===== src/rtl/instruction_cache_if.sv =====
// Fetch-side and memory-side signals of the instruction cache, plus its perf counters.
// The cache takes the slave modport; the fetch stage / memory model takes master.
interface instruction_cache_if #(
  parameter int CNT_W = 32
);
  logic             cpu_req;
  logic [31:0]      cpu_addr;
  logic [31:0]      cpu_instr;
  logic             cpu_stall;
  logic             flush;
  logic [31:0]      mem_addr;
  logic [31:0]      mem_instr;
  logic [CNT_W-1:0] hit_count;
  logic [CNT_W-1:0] miss_count;

  modport slave (
    input  cpu_req, cpu_addr, flush, mem_instr,
    output cpu_instr, cpu_stall, mem_addr, hit_count, miss_count
  );

  modport master (
    output cpu_req, cpu_addr, flush, mem_instr,
    input  cpu_instr, cpu_stall, mem_addr, hit_count, miss_count
  );
endinterface


===== src/rtl/instruction_cache.sv =====
// Direct-mapped read-only I-cache: same-cycle hits, miss stalls fetch for LINE_WORDS+1 cycles
// while the line is refilled word 0 upward from a zero-latency memory; flush invalidates all lines.
module instruction_cache #(
  parameter int LINE_WORDS = 4,
  parameter int NUM_LINES  = 16,
  parameter int CNT_W      = 32
) (
  input  logic                 clk,
  input  logic                 rst_n,
  instruction_cache_if.slave   bus
);
  localparam int OFF   = $clog2(LINE_WORDS);
  localparam int IDX   = $clog2(NUM_LINES);
  localparam int TAG_W = 32 - OFF - IDX - 2;
  localparam logic [31:0]    NOP      = 32'h0000_0013;
  localparam logic [OFF-1:0] LAST_CNT = OFF'(LINE_WORDS - 1);

  typedef enum logic {ST_IDLE, ST_REFILL} state_t;

  state_t               r_state;
  state_t               w_next_state;
  logic [31:0]          r_data [NUM_LINES][LINE_WORDS];
  logic [TAG_W-1:0]     r_tag  [NUM_LINES];
  logic [NUM_LINES-1:0] r_valid;
  logic [OFF-1:0]       r_cnt;
  logic [TAG_W-1:0]     r_miss_tag;
  logic [IDX-1:0]       r_miss_idx;
  logic [CNT_W-1:0]     r_hit_count;
  logic [CNT_W-1:0]     r_miss_count;

  logic [OFF-1:0]   w_off;
  logic [IDX-1:0]   w_idx;
  logic [TAG_W-1:0] w_tag;
  logic             w_lookup;
  logic             w_hit;
  logic             w_miss;
  logic             w_last;
  logic             w_stall;
  logic [31:0]      w_instr;
  logic [31:0]      w_mem_addr;
  logic             w_addr_unused;

  assign w_off         = bus.cpu_addr[OFF+1:2];
  assign w_idx         = bus.cpu_addr[OFF+IDX+1:OFF+2];
  assign w_tag         = bus.cpu_addr[31:OFF+IDX+2];
  assign w_addr_unused = &{1'b0, bus.cpu_addr[1:0]};

  assign w_lookup = (r_state == ST_IDLE) && bus.cpu_req;
  assign w_hit    = w_lookup && r_valid[w_idx] && (r_tag[w_idx] == w_tag);
  assign w_miss   = w_lookup && !w_hit;
  assign w_last   = (r_cnt == LAST_CNT);

  always_comb begin
    w_next_state = r_state;
    w_stall      = 1'b0;
    w_instr      = NOP;
    w_mem_addr   = 32'd0;
    case (r_state)
      ST_IDLE: begin
        if (w_hit) begin
          w_instr = r_data[w_idx][w_off];
        end else if (w_miss) begin
          w_stall = 1'b1;
          if (!bus.flush) w_next_state = ST_REFILL;
        end
      end
      ST_REFILL: begin
        w_stall    = 1'b1;
        w_mem_addr = {r_miss_tag, r_miss_idx, r_cnt, 2'b00};
        if (bus.flush || w_last) w_next_state = ST_IDLE;
      end
      default: w_next_state = ST_IDLE;
    endcase
    // Async reset must quiet the fetch interface immediately, not at the next edge.
    if (!rst_n) begin
      w_stall    = 1'b0;
      w_instr    = NOP;
      w_mem_addr = 32'd0;
    end
  end

  assign bus.cpu_stall  = w_stall;
  assign bus.cpu_instr  = w_instr;
  assign bus.mem_addr   = w_mem_addr;
  assign bus.hit_count  = r_hit_count;
  assign bus.miss_count = r_miss_count;

  always_ff @(posedge clk or negedge rst_n) begin
    if (!rst_n) begin
      r_state      <= ST_IDLE;
      r_valid      <= '0;
      r_cnt        <= '0;
      r_miss_tag   <= '0;
      r_miss_idx   <= '0;
      r_hit_count  <= '0;
      r_miss_count <= '0;
    end else begin
      r_state <= w_next_state;
      if (w_hit)  r_hit_count  <= r_hit_count + 1'b1;
      if (w_miss) begin
        r_miss_count      <= r_miss_count + 1'b1;
        r_miss_tag        <= w_tag;
        r_miss_idx        <= w_idx;
        r_cnt             <= '0;
        r_valid[w_idx]    <= 1'b0;
      end
      if (r_state == ST_REFILL) begin
        r_cnt <= (bus.flush || w_last) ? '0 : r_cnt + 1'b1;
        if (w_last && !bus.flush) r_valid[r_miss_idx] <= 1'b1;
      end
      // Flush wins over any install or invalidate above.
      if (bus.flush) r_valid <= '0;
    end
  end

  always_ff @(posedge clk) begin
    if (r_state == ST_REFILL) begin
      r_data[r_miss_idx][r_cnt] <= bus.mem_instr;
      if (w_last && !bus.flush) r_tag[r_miss_idx] <= r_miss_tag;
    end
  end
endmodule


===== src/flat_wrapper.sv =====
// flat-port wrapper written by rule: the top's interface ports become plain ports
module instruction_cache_flat 
#(
  parameter int LINE_WORDS = 4,
  parameter int NUM_LINES  = 16,
  parameter int CNT_W      = 32
)
  (clk, rst_n, bus_cpu_req, bus_cpu_addr, bus_flush, bus_mem_instr, bus_cpu_instr, bus_cpu_stall, bus_mem_addr, bus_hit_count, bus_miss_count);
  instruction_cache_if #(.CNT_W(CNT_W)) bus_i ();
  input  logic clk;
  input  logic rst_n;
  input wire logic [$bits(bus_i.cpu_req)-1:0] bus_cpu_req;
  input wire logic [$bits(bus_i.cpu_addr)-1:0] bus_cpu_addr;
  input wire logic [$bits(bus_i.flush)-1:0] bus_flush;
  input wire logic [$bits(bus_i.mem_instr)-1:0] bus_mem_instr;
  output wire logic [$bits(bus_i.cpu_instr)-1:0] bus_cpu_instr;
  output wire logic [$bits(bus_i.cpu_stall)-1:0] bus_cpu_stall;
  output wire logic [$bits(bus_i.mem_addr)-1:0] bus_mem_addr;
  output wire logic [$bits(bus_i.hit_count)-1:0] bus_hit_count;
  output wire logic [$bits(bus_i.miss_count)-1:0] bus_miss_count;
  assign bus_i.cpu_req = bus_cpu_req;
  assign bus_i.cpu_addr = bus_cpu_addr;
  assign bus_i.flush = bus_flush;
  assign bus_i.mem_instr = bus_mem_instr;
  assign bus_cpu_instr = bus_i.cpu_instr;
  assign bus_cpu_stall = bus_i.cpu_stall;
  assign bus_mem_addr = bus_i.mem_addr;
  assign bus_hit_count = bus_i.hit_count;
  assign bus_miss_count = bus_i.miss_count;
  instruction_cache #(.LINE_WORDS(LINE_WORDS), .NUM_LINES(NUM_LINES), .CNT_W(CNT_W)) u_core (.clk(clk), .rst_n(rst_n), .bus(bus_i));
endmodule

===== config.mk =====
export PLATFORM = sky130hd
export DESIGN_NAME = instruction_cache_flat
export DESIGN_NICKNAME = d
export VERILOG_FILES = /design/src/rtl/instruction_cache_if.sv /design/src/rtl/instruction_cache.sv /design/src/flat_wrapper.sv
export SDC_FILE = /design/constraint.sdc
export NUM_CORES = 2
export LEC_CHECK = 0
export BUFFER_PORTS_ARGS = -buffer_cell sky130_fd_sc_hd__clkbuf_2
export CORE_ASPECT_RATIO = 1.25
export CORE_MARGIN = 3
export CORE_UTILIZATION = 55
export CTS_CLUSTER_DIAMETER = 30
export DETAILED_ROUTE_END_ITERATION = 6
export GPL_ROUTABILITY_DRIVEN = 0
export PLACE_DENSITY_LB_ADDON = 0.08
export SYNTH_ARGS = -nofsm -noshare
export SYNTH_HDL_FRONTEND = slang
export SYNTH_SLANG_ARGS = --single-unit

===== constraint.sdc =====
create_clock -name clk -period 6.31 [get_ports clk]
set_input_delay 1.5775 -clock clk [delete_from_list [all_inputs] [get_ports clk]]
set_output_delay 1.5775 -clock clk [all_outputs]
set_load 0.05 [all_outputs]

* Yosys cells after proc, flatten, opt, wreduce, memory -nomap -nowiden
Memories as Yosys holds them, arrays and structs flattened. Cells that the tools add are included.
Storage, ports and cells: bits in registers 111, memory bits (writable) 2432, bits of input ports 68, memories kept 2
Memories:
- u_core.r_data | depth 16, bits a word 128, rd ports 1, clocked after memory_dff 0, write ports 1, line instruction_cache.sv:22 | logic [31:0] r_data [NUM_LINES][LINE_WORDS];
- u_core.r_tag | depth 16, bits a word 24, rd ports 1, clocked after memory_dff 0, write ports 1, line instruction_cache.sv:23 | logic [TAG_W-1:0] r_tag [NUM_LINES];
Operators by class: add/sub/neg operators 3, $lt $le $gt $ge 7, eq/ne operators 2, muxes and demuxes 37, bitwise logic cells 6, reduce and logical (&&, ||, !) cells 12
Operator list (number):
- two-way mux 32 bit | 8
- two-way mux 128 bit | 1
- adder 32 x 1 -> 32 bit (second input constant) | 2
- binary-select mux 32 bit (select 2 bit) | 1
- demux 32 bit (select 2 bit) | 1
- two-way mux 16 bit | 4
- == test 24 bit | 1
- bitwise AND 16 bit | 1
- inverter 16 bit | 1
- bitwise OR 16 bit | 1
- two-way mux 1 bit | 14
- less-than comparator 4 x 5 -> 1 bit (second input constant) | 2
- demux 1 bit (select 4 bit) | 2
- greater-or-equal comparator 4 x 1 -> 1 bit (second input constant) | 2
- logical AND 1 bit | 8
- greater-or-equal comparator 3 bit (second input constant) | 2
- two-way mux 2 bit | 3
- inverter 2 -> 3 bit | 2
- binary-select mux 1 bit (select 4 bit) | 1
- case mux 1 bit (2 select lines) | 2
- less-than comparator 3 x 1 -> 1 bit (second input constant) | 1
- adder 2 x 1 -> 2 bit (second input constant) | 1
- == test 2 bit (second input constant) | 1
- logical NOT 1 bit | 2
- 3 further kinds | 3

* Depth between registers and ports, before layout
depth after elaboration 11, mapped depth 17

* Worst setup path before layout
No wires, ideal clock.
path kind input to output, start input port bus_cpu_addr[7], end output port bus_cpu_instr[10], arrival 4.745 ns, data required time 4.733 ns, path slack -0.012 ns, cell stages on the path 14, buffers on the path 5, cell sequence buf_2 buf_2 buf_2 buf_2 mux4_2 mux2i_1 xor2_1 o2111ai_1 o22ai_1 nand3_1 nor3_1 nand3b_1 clkbuf_1 nor2b_1
Between the ends: cells in the longest elaborated chain, start to end 7
Ends and longest elaborated chain:
- start, declared | line flat_wrapper.sv:13 | input wire logic [$bits(bus_i.cpu_addr)-1:0] bus_cpu_addr;
- memory (16 x 128 bit) or binary-select mux 1 bit (select 4 bit) (tied branches)
- binary-select mux 32 bit (select 2 bit) or two-way mux 1 bit (tied branches) | line instruction_cache.sv:61, instruction_cache.sv:49
- two-way mux 32 bit (not written as such) or logical AND 1 bit (tied branches) (2 in a row) | line instruction_cache.sv:61, instruction_cache.sv:49
- two-way mux 32 bit (*) | line instruction_cache.sv:60 | if (w_hit) begin
- two-way mux 32 bit (*) | line instruction_cache.sv:58 | case (r_state)
- two-way mux 32 bit (*) | line instruction_cache.sv:75 | if (!rst_n) begin
- end, declared | line flat_wrapper.sv:16 | output wire logic [$bits(bus_i.cpu_instr)-1:0] bus_cpu_instr;
Mark *: on every way between the ends. The rest lies on a longest branch, timed or not. The select of a mux whose other input is x is not followed.

* Final worst setup path
start input port bus_cpu_addr[5], end output port bus_cpu_instr[0]
Same word-level chain as after synthesis.

==> results.cfg <==
[run_status]
status = finished, violations left
violations = negative setup slack

[worst_hold_path]
whs_path_depth = 1
min-delay-start = u_core.bus.miss_count[31]$_DFFE_PN0N_
min_to = u_core.bus.miss_count[31]$_DFFE_PN0N_
hold_path.class = reg2reg

[clock_network]
cts_sinks = 2543
root_buffer = clkbuf_16
clock_path_buffers = 4
cts_tree = yes
clk_latency_ps = 980
cts_max_level = 5
clkTransAtPathRegs_ps = 40
cts_buffers = 443

[timing]
slew_headroom_pct = 13.9
whs_ps = 475
setup_viol = 1
fin_crit_ps = 6310
rsz0062_at_grt = yes
tightest_slew_ps = 1290
setup_ws_ps = -4.60
max_freq_mhz = 158
slew_viol_final = 0
finClkSkew_ps = 49.1
setup_tns_ps = -4.60
finalHoldViolCount = 0
min_period_over_period_pct = 100

[synthesis]
ys_top_cells_by_area = edfxtp_1 (74%), mux4_2 (17%), dfrtp_1 (2.8%)
yosys_warnings = 0
synth_cell_types = 70
syn_avg_cell_area_um2 = 23.1
syn-cell-area_um2 = 98900
synth_edf_count = 2432
synth_top_area_share_pct = 73.9
async_flop_share_pct = 4.36
ys_seq_area_share_pct = 76.7
synth_seq_cells = 2543
yosysTopAreaCell = edfxtp_1
synth_cells = 4289
synthFlopType = edfxtp_1

[detailed_routing]
drtIter0Drc = 5338
routed-via-count = 49600
wl_mm = 264
vias_per_cell = 6.39
drc = 0
drt_pass1_iterations = 7
antenna_left = 0
wl_per_cell_um = 34.0

[place]
port_buffers = 192
dp_hpwl_mm = 147
placed_cells = 6925
placed_area_um2 = 106000

[power_and_ir_drop]
clkPwrFrac_pct = 53.8
p_per_area_nw_per_um2 = 373
ir_worst_vdd_mv = 0.285
seqPwrFrac_pct = 41.7
leakagePower_uw = 0.0405
switching_share_pct = 21.5
internal-power_uw = 35600
report.power.total_uw = 45400
switchingPower_uw = 9730
pwr-share-comb_pct = 4.5

[layout]
multi_input_area_um2 = 22700
nFillCells = 11000
stdcell_area_um2 = 122000
final_common_cell = edfxtp_1
layout_common_cells = edfxtp_1 (2,432), mux4_2 (729), clkbuf_16 (452)
nNetsFinal = 5094
seq_area_um2 = 75800
fin_cells = 7761
drive_gt1_share_pct = 40.4
area_growth_pct = 23.1

[setup_path]
r2r_end = u_core.bus.hit_count[16]$_DFFE_PN0N_
cp.arrival_ps = 4740
reg2reg_depth = 12
rr_startpoint = u_core.r_tag[15][17]$_DFFE_PP_
end_kind = output pin
crit_required_ps = 4730
cp_max_fo = 16
startpoint_type = primary input
critical_path_class = in2out
ff2ff_setup_slack_ps = 2640

[floorplanning]
rows = 173
initial_core_util_pct = 55.5
dieArea_um2 = 185000
fp.coreArea_um2 = 178000
die_h_um = 480
io_pins = 197
die_w_um = 385

[global_routing]
track_usage_pct = 28.8
first_global_vias = 51100
grt_pass1_wl_mm = 374
grt_max_degree = 79
grt_overflow = 0
antenna_found_initial = 17

[run]
drv_cap = 0
synth_stat cells, types with 20 or more instances:
library cell and n:
a21oi_1 20, a22oi_1 20, and3_1 50, buf_1 24
buf_2 78, buf_4 23, clkbuf_1 91, dfrtp_1 111
edfxtp_1 2432, inv_1 22, mux2_2 41, mux2i_1 86
mux4_2 728, nand2_1 74, nand3_1 34, nand4_1 21
nor2_1 100, nor2b_1 46, o21ai_0 28, xnor2_1 54
xor2_1 22
stage by stage:
stage | util (%) | setup slack [ps]
2_1_floorplan | - | -12.4
3_5_place_dp | 59.3 | -177
3_3_place_gp | 59.3 | -138
6_report | 68.3 | -4.60
5_1_grt | 68.3 | -78.2
4_1_cts | 68.1 | -45.1
per-layer routing:
| metal | share of wire (%) | track usage (%) | vias to the layer above |
|---|---|---|---|
| li1 | - | - | 19900 |
| met3 | 8.0 | 5.82 | 465 |
| met1 | 38 | 38.6 | 26900 |
| met5 | 0.0087 | 0 | - |
| met4 | 3.2 | 8.86 | 4 |
| met2 | 51 | 48.4 | 2343 |
power groups by stage:
stage               sequential, uW  combinational (uW)  clock, uW
floorplan                    19200                1070          0
global placement             19200                2010          0
detailed placement           19200                2030          0
CTS                          18900                2050      24700
global route                 18900                2170      25500
finish                       18900                2060      24400
critical path: stages:
cell and delay, ps:
clkbuf_16 160, clkbuf_16 160, mux4_2 490, mux2i_1 260, xor2_1 220, o2111ai_1 240, o22ai_1 210, buf_4 150
nand3_1 120, nor3_2 160, nand3b_1 120, buf_6 200, buf_12 170, or2_1 280, buf_6 160
how the worst max path moves through the flow:
stage / startpoint / end / depth (start not counted)
after floorplan: bus_cpu_addr[7] / bus_cpu_instr[10] / 14
after global routing: bus_cpu_addr[4] / bus_cpu_instr[18] / 16
after detailed placement: bus_cpu_addr[5] / bus_cpu_instr[0] / 12
after global placement: bus_cpu_addr[5] / bus_cpu_instr[0] / 12
after CTS: bus_cpu_addr[5] / bus_cpu_instr[22] / 11
final: bus_cpu_addr[5] / bus_cpu_instr[0] / 15
logic make-up after synthesis:
kind of cell | count (synthesis) | synth area share [%]
simple gates | 400 | 2.11
compound gates | 147 | 1.06
other cells | 1 | 0.00379
fa+ha+maj | 6 | 0.0759
buf+inv | 252 | 1.25
flops | 2543 | 76.7
mux | 864 | 18.2
xor+xnor | 76 | 0.673
layout make-up:
type,count,area share [%]
flip-flops and latches,2543,62.3
multi-input cells,1495,18.6
clock buffers,475,9.32
repair buffers,515,3.90
clock inverters,338,3.35
well taps,2362,2.43
inverters,22,0.0679
diodes,11,0.0226
state kept, by name (all words and copies together) (netlist names):
signal and flops:
u_core.bus.miss_count 32, u_core.r_valid 16, u_core.r_miss_idx 4, u_core.r_cnt 2, u_core.r_data 2048, u_core.r_state 1
u_core.r_tag 384, u_core.r_miss_tag 24, u_core.bus.hit_count 32
timing repair:
item                       CTS  global route
setup endpoints to repair   33            33
hold buffers                 0             0
setup buffers                3             5
gates resized for setup     23            76
gates cloned                 0             5
pin swaps                    3             8
Note: power is estimated with default switching activity, not from simulation.
